--- config.mk ---
export PLATFORM = sky130hd
export DESIGN_NAME = cpu_clock_controller
export DESIGN_NICKNAME = d
export VERILOG_FILES = /design/src/rtl/cpu_clock_controller.sv
export SDC_FILE = /design/constraint.sdc
export NUM_CORES = 1
export LEC_CHECK = 0
export ABC_CLOCK_PERIOD_IN_PS = 6600
export CORE_ASPECT_RATIO = 2
export CORE_MARGIN = 10
export CORE_UTILIZATION = 60
export CTS_BUF_LIST = sky130_fd_sc_hd__clkbuf_4 sky130_fd_sc_hd__clkbuf_8
export CTS_CLUSTER_DIAMETER = 120
export DETAILED_ROUTE_END_ITERATION = 8
export GPL_ROUTABILITY_DRIVEN = 0
export PLACE_DENSITY = 0.89
export SLEW_MARGIN = 0
export SYNTH_ARGS = -nofsm -noshare
export SYNTH_HDL_FRONTEND = slang
export SYNTH_SLANG_ARGS = --single-unit
--- constraint.sdc ---
create_clock -name clock_in -period 6.6 [get_ports clock_in]
set_input_delay 0.99 -clock clock_in [delete_from_list [all_inputs] [get_ports clock_in]]
set_output_delay 0.99 -clock clock_in [all_outputs]
set_load 0.01 [all_outputs]
--- src/rtl/cpu_clock_controller.sv ---
// Clock-enable sequencer for the single-cycle CPU: turns the board clock into a
// one-cycle cpu_ce in HALT / RUN / STEP / BURST modes, with a debounced step button.
module cpu_clock_controller #(
  parameter int DIV_WIDTH       = 28,
  parameter int CNT_WIDTH       = 32,
  parameter int DEBOUNCE_CYCLES = 1000000
) (
  input  logic                 clock_in,
  input  logic                 reset,
  input  logic [DIV_WIDTH-1:0] divisor,
  input  logic                 run_sw,
  input  logic                 step_btn,
  input  logic                 burst_go,
  input  logic [15:0]          burst_len,
  input  logic                 halt_req,
  output logic                 cpu_ce,
  output logic [1:0]           mode,
  output logic [CNT_WIDTH-1:0] cycle_count,
  output logic [15:0]          burst_remaining,
  output logic                 halted
);

  localparam int DB_W = (DEBOUNCE_CYCLES > 1) ? $clog2(DEBOUNCE_CYCLES) : 1;

  typedef enum logic [1:0] {
    MODE_HALT  = 2'b00,
    MODE_RUN   = 2'b01,
    MODE_STEP  = 2'b10,
    MODE_BURST = 2'b11
  } mode_e;

  mode_e                r_mode;
  logic                 r_cpu_ce;
  logic [CNT_WIDTH-1:0] r_cycle_count;
  logic [15:0]          r_burst_rem;
  logic [DIV_WIDTH-1:0] r_div_cnt;
  logic                 r_sync1;
  logic                 r_sync2;
  logic                 r_db;
  logic                 r_db_q;
  logic [DB_W-1:0]      r_db_cnt;

  logic w_div_run;
  logic w_tick;
  logic w_step_pulse;

  assign mode            = r_mode;
  assign cpu_ce          = r_cpu_ce;
  assign cycle_count     = r_cycle_count;
  assign burst_remaining = r_burst_rem;
  assign halted          = (r_mode == MODE_HALT);

  // Divisor 0 and 1 both mean "every cycle"; a divisor lowered below the
  // current count falls into the >= compare and wraps on the next cycle.
  assign w_div_run = (r_mode == MODE_RUN) || (r_mode == MODE_BURST);
  assign w_tick    = w_div_run &&
                     ((divisor <= DIV_WIDTH'(1)) || (r_div_cnt >= divisor - DIV_WIDTH'(1)));

  always_ff @(posedge clock_in or posedge reset) begin
    if (reset) begin
      r_div_cnt <= '0;
    end else if (!w_div_run || w_tick) begin
      r_div_cnt <= '0;
    end else begin
      r_div_cnt <= r_div_cnt + DIV_WIDTH'(1);
    end
  end

  always_ff @(posedge clock_in or posedge reset) begin
    if (reset) begin
      r_sync1  <= 1'b0;
      r_sync2  <= 1'b0;
      r_db     <= 1'b0;
      r_db_q   <= 1'b0;
      r_db_cnt <= '0;
    end else begin
      r_sync1 <= step_btn;
      r_sync2 <= r_sync1;
      r_db_q  <= r_db;
      if (r_sync2 == r_db) begin
        r_db_cnt <= '0;
      end else if (r_db_cnt == DB_W'(DEBOUNCE_CYCLES - 1)) begin
        r_db     <= r_sync2;
        r_db_cnt <= '0;
      end else begin
        r_db_cnt <= r_db_cnt + DB_W'(1);
      end
    end
  end

  assign w_step_pulse = r_db && !r_db_q;

  // Requests are plain levels/strobes sampled on each edge with no handshake:
  // run_sw and halt_req are levels, burst_go is a one-cycle strobe that also
  // captures burst_len; requests that the current mode ignores are dropped.
  always_ff @(posedge clock_in or posedge reset) begin
    if (reset) begin
      r_mode        <= MODE_HALT;
      r_cpu_ce      <= 1'b0;
      r_cycle_count <= '0;
      r_burst_rem   <= '0;
    end else begin
      r_cpu_ce <= 1'b0;
      case (r_mode)
        MODE_HALT: begin
          if (run_sw && !halt_req) begin
            r_mode <= MODE_RUN;
          end else if (burst_go && (burst_len != 16'd0) && !halt_req) begin
            r_mode      <= MODE_BURST;
            r_burst_rem <= burst_len;
          end else if (w_step_pulse) begin
            r_mode        <= MODE_STEP;
            r_cpu_ce      <= 1'b1;
            r_cycle_count <= r_cycle_count + CNT_WIDTH'(1);
          end
        end
        MODE_STEP: begin
          r_mode <= MODE_HALT;
        end
        MODE_RUN: begin
          if (!run_sw || halt_req) begin
            r_mode <= MODE_HALT;
          end else if (w_tick) begin
            r_cpu_ce      <= 1'b1;
            r_cycle_count <= r_cycle_count + CNT_WIDTH'(1);
          end
        end
        MODE_BURST: begin
          if (halt_req) begin
            r_mode <= MODE_HALT;
          end else if (w_tick) begin
            r_cpu_ce      <= 1'b1;
            r_cycle_count <= r_cycle_count + CNT_WIDTH'(1);
            r_burst_rem   <= r_burst_rem - 16'd1;
            if (r_burst_rem == 16'd1) begin
              r_mode <= MODE_HALT;
            end
          end
        end
        default: r_mode <= MODE_HALT;
      endcase
    end
  end

endmodule

==> run_results.csv <==
group,metric,value,unit
run_status,status,"finished clean",
grt,gr-total-overflow,0,
pwr,powerDensity,192,nW/um^2
route,drt_wl_total,16900,um
timing,fin_crit,5.44,ns
timing,drv_slew,0,
pwr,internal_power,0.00102,W
route,vias_per_cell,6.16,
floorplan,die_h,166,um
worst_setup_path,worst_setup_path_start_kind,"input port",
floorplan,coreArea,10500,um^2
pwr,switching_share,30.8,%
pwr,power,0.00148,W
synth,ys_seq_area_share,40.4,%
pwr,peakVddDrop,0.227,mV
synth,synth_area_per_cell,9.47,um^2
clock_network,root_buffer,"clkbuf_8",
route,vias,5646,
timing,finalSetupTns,0,ns
synth,synth_compound_area_share,10.4,%
route,post_drt_wl_per_cell,18.5,um
clock_network,cts.sinks,103,
synth,synth_mux_area_share,0.530,%
pwr,power_frac_clock,28.4,%
pwr,p_leak,3.31,nW
synth,yosys_warnings,0,
timing,tightest_slew,0.848,ns
placement,dp_hpwl,13000,um
synth,synth.area.top_cells,"dfrtp_1 (40%), xor2_1 (8.2%), ha_1 (6.9%)",
route,ant_nets,0,
clock_network,ctsLongestPathBuffers,2,
timing,relSlewSlack,43.5,%
route,drc,0,
synth,synth-seq-cells,103,
placement,portBuffers,101,
cells_and_area,register_area,2580,um^2
synth,syn-num-nets,759,
floorplan,row_count,53,
cells_and_area,num-fill-cells,801,
floorplan,fp.dieW,92.9,um
worst_setup_path,cp_max_fo,17,
clock_network,cts_tree,"built",
timing,rsz0062_at_grt,"false",
grt,antenna_found_initial,0,
min_path,worstHoldPathType,"flop to flop",
timing,period_share,82.4,%
pwr,comb_power_share,21.6,%
synth,synth-xor-area-share,13.0,%
grt,grt_pass1_wl,27900,um
grt,track_usage,22.0,%
clock_network,htree_num_levels,3,
worst_setup_path,end_kind,"flop",
timing,worst_hold_slack,0.364,ns
cells_and_area,fin_util,73.5,%
timing,max_freq,0.184,GHz
cells_and_area,stdcell_area,7700,um^2
job,max-cap-violations,0,
synth,synth_area,6380,um^2
cells_and_area,multiInputGateArea,3630,um^2
synth,synth-main-ff-cell,"dfrtp_1",
synth,synth.distinct_cells,64,
synth,synth_top_area_share,40.4,%
synth,synth_edf_count,0,
synth,syn_inst,674,
clock_network,clkTransAtPathRegs,0.09,ns
pwr,p_sw,0.000455,W
grt,grt_pass1_vias,6038,
timing,skew,0.0180,ns
clock_network,cts_buffers,9,
pwr,power_frac_seq,50.0,%
worst_setup_path,required,6.91,ns
cells_and_area,n_antenna_cell,0,
synth,synth_fa_ha_area_share,6.86,%
route,dr.pass1.iters,6,
placement,placed_cell_area,7500,um^2
clock_network,ctsResizeCount,0,
worst_setup_path,crit_type,"input port to flop",
clock_network,ctsHoldBuffers,0,
cells_and_area,num-nets-final,859,
synth,yosys.area_share.simple,26.2,%
cells_and_area,area_growth,20.7,%
route,drt_iter0_drc,303,
floorplan,dieArea,15400,um^2
worst_setup_path,cp.arrival,5.75,ns
cells_and_area,layout-drive-gt1-share,6.55,%
floorplan,ioPinCount,102,
grt,grt_max_degree,62,
clock_network,clk_latency,0.39,ns
clock_network,cts_setup_buffers,0,
timing,hold_viol_final,0,
synth,synthArstFlopShare,100,%
synth,yosys.area.top_type,"dfrtp_1",
floorplan,initial_utilization,60.9,%
synth,synth_top_family_by_area,"simple AND/OR/NAND/NOR gates",
timing,setup_viol,0,
cell usage in the layout, fill, tap and decap left out, drive strengths merged, types with 2 or more instances in the layout:
cell type,instances
a211o,2
a211oi,3
a21o,2
a21oi,30
a22oi,3
a31oi,12
a41oi,2
and2,8
and3,17
and4,4
buf,5
clkbuf,10
clkdlybuf4s50,101
dfrtp,103
ha,35
inv,17
mux2,3
nand2,52
nand2b,6
nand3,36
nand4,19
nor2,106
nor2b,3
nor3,24
nor4,22
nor4b,5
o2111ai,2
o21ai,11
o22a,11
o31a,3
o31ai,2
or3,8
xnor2,35
xor2,60
power by group through the flow:
stage / combinational [W] / clock (W) / sequential, W
floorplan: 0.000142 / 0 / 0.000754
global placement: 0.000309 / 0 / 0.000746
detailed placement: 0.000320 / 0 / 0.000749
CTS: 0.000322 / 0.000424 / 0.000737
global route: 0.000346 / 0.000450 / 0.000746
finish: 0.000319 / 0.000420 / 0.000740
area by class of cell:
class,count,share of cell area (%)
Clock inverter,6,0.975
Tap cell,137,2.23
Multi-Input combinational cell,541,47.2
Inverter,13,0.666
Sequential cell,103,33.5
Clock buffer,10,1.71
Timing Repair Buffer,106,13.8
logic make-up after synthesis:
kind of cell | count (synthesis)
buffers and inverters | 30
AO/OA/AOI/OAI | 93
XOR/XNOR | 95
flip-flops | 103
multiplexers | 3
adder cells (fa/ha/maj) | 35
AND/OR/NAND/NOR | 315
worst paths after layout:
kind                                    startpoint                        endpoint  slack (ns)  cells after the start
setup / recovery                       divisor[12]  burst_remaining[3]$_DFFE_PP0P_        1.16                     16
min in group asynchronous                    reset          r_db_cnt[15]$_DFF_PP0_        1.00                      2
max in group asynchronous                    reset         r_div_cnt[24]$_DFF_PP0_        4.45                      3
setup reg to reg           r_div_cnt[17]$_DFF_PP0_  burst_remaining[3]$_DFFE_PP0P_        3.30                      8
hold / removal                   r_sync1$_DFF_PP0_               r_sync2$_DFF_PP0_        0.36                      0
hold reg to reg                  r_sync1$_DFF_PP0_               r_sync2$_DFF_PP0_        0.36                      0
sequential cells by signal, indices dropped and copies added (netlist names):
signal,flops
cycle_count,32
r_div_cnt,28
r_db_cnt,20
burst_remaining,16
mode,2
cpu_ce,1
r_db,1
r_db_q,1
r_sync1,1
r_sync2,1
critical path, stage by stage:
cell and delay, ns:
clkdlybuf4s50_1 0.46, or4_4 0.54, or3_4 0.38, nor3_2 0.24
and2_1 0.22, nand2_1 0.09, nor4_1 0.25, xnor2_1 0.16
ha_1 0.27, a21oi_1 0.15, nand2_1 0.06, a221o_1 0.29
a211o_2 0.40, o21ai_2 0.65, and2_4 0.38, o22a_1 0.18
routing by layer:
metal | up-vias | track usage [%] | wire length [um]
met2 | 245 | 39.0 | 9110
met3 | 79 | 4.75 | 898
met4 | 0 | 15.0 | 886
li1 | 2610 | - | -
met5 | - | 0 | 0
met1 | 2712 | 21.8 | 6040
Yosys cell counts (2+ instances only):
library cell,count
dfrtp_1,103
nor2_1,96
xor2_1,60
nand2_1,52
nand3_1,36
ha_1,35
xnor2_1,35
a21oi_1,30
nor3_1,22
nand4_1,18
nor4_1,18
and3_1,17
inv_1,13
a31oi_1,12
o22a_1,11
o21ai_0,10
clkbuf_1,9
nor2_4,9
and2_1,7
or3_1,7
nand2b_1,6
buf_6,5
nor4b_1,5
and4_1,4
a22oi_1,3
mux2_2,3
nor2b_1,3
nor4_2,3
o31a_1,3
a211oi_1,2
a21o_1,2
a41oi_1,2
o2111ai_1,2
per-stage QoR:
step | setup WS (ns) | std cells
5_1_grt | 0.909 | 916
4_1_cts | 1.17 | 916
3_3_place_gp | 0.920 | 900
6_report | 1.16 | 916
2_1_floorplan | 1.81 | 674
3_5_place_dp | 0.775 | 900
Note: power is estimated with default switching activity, not from simulation.
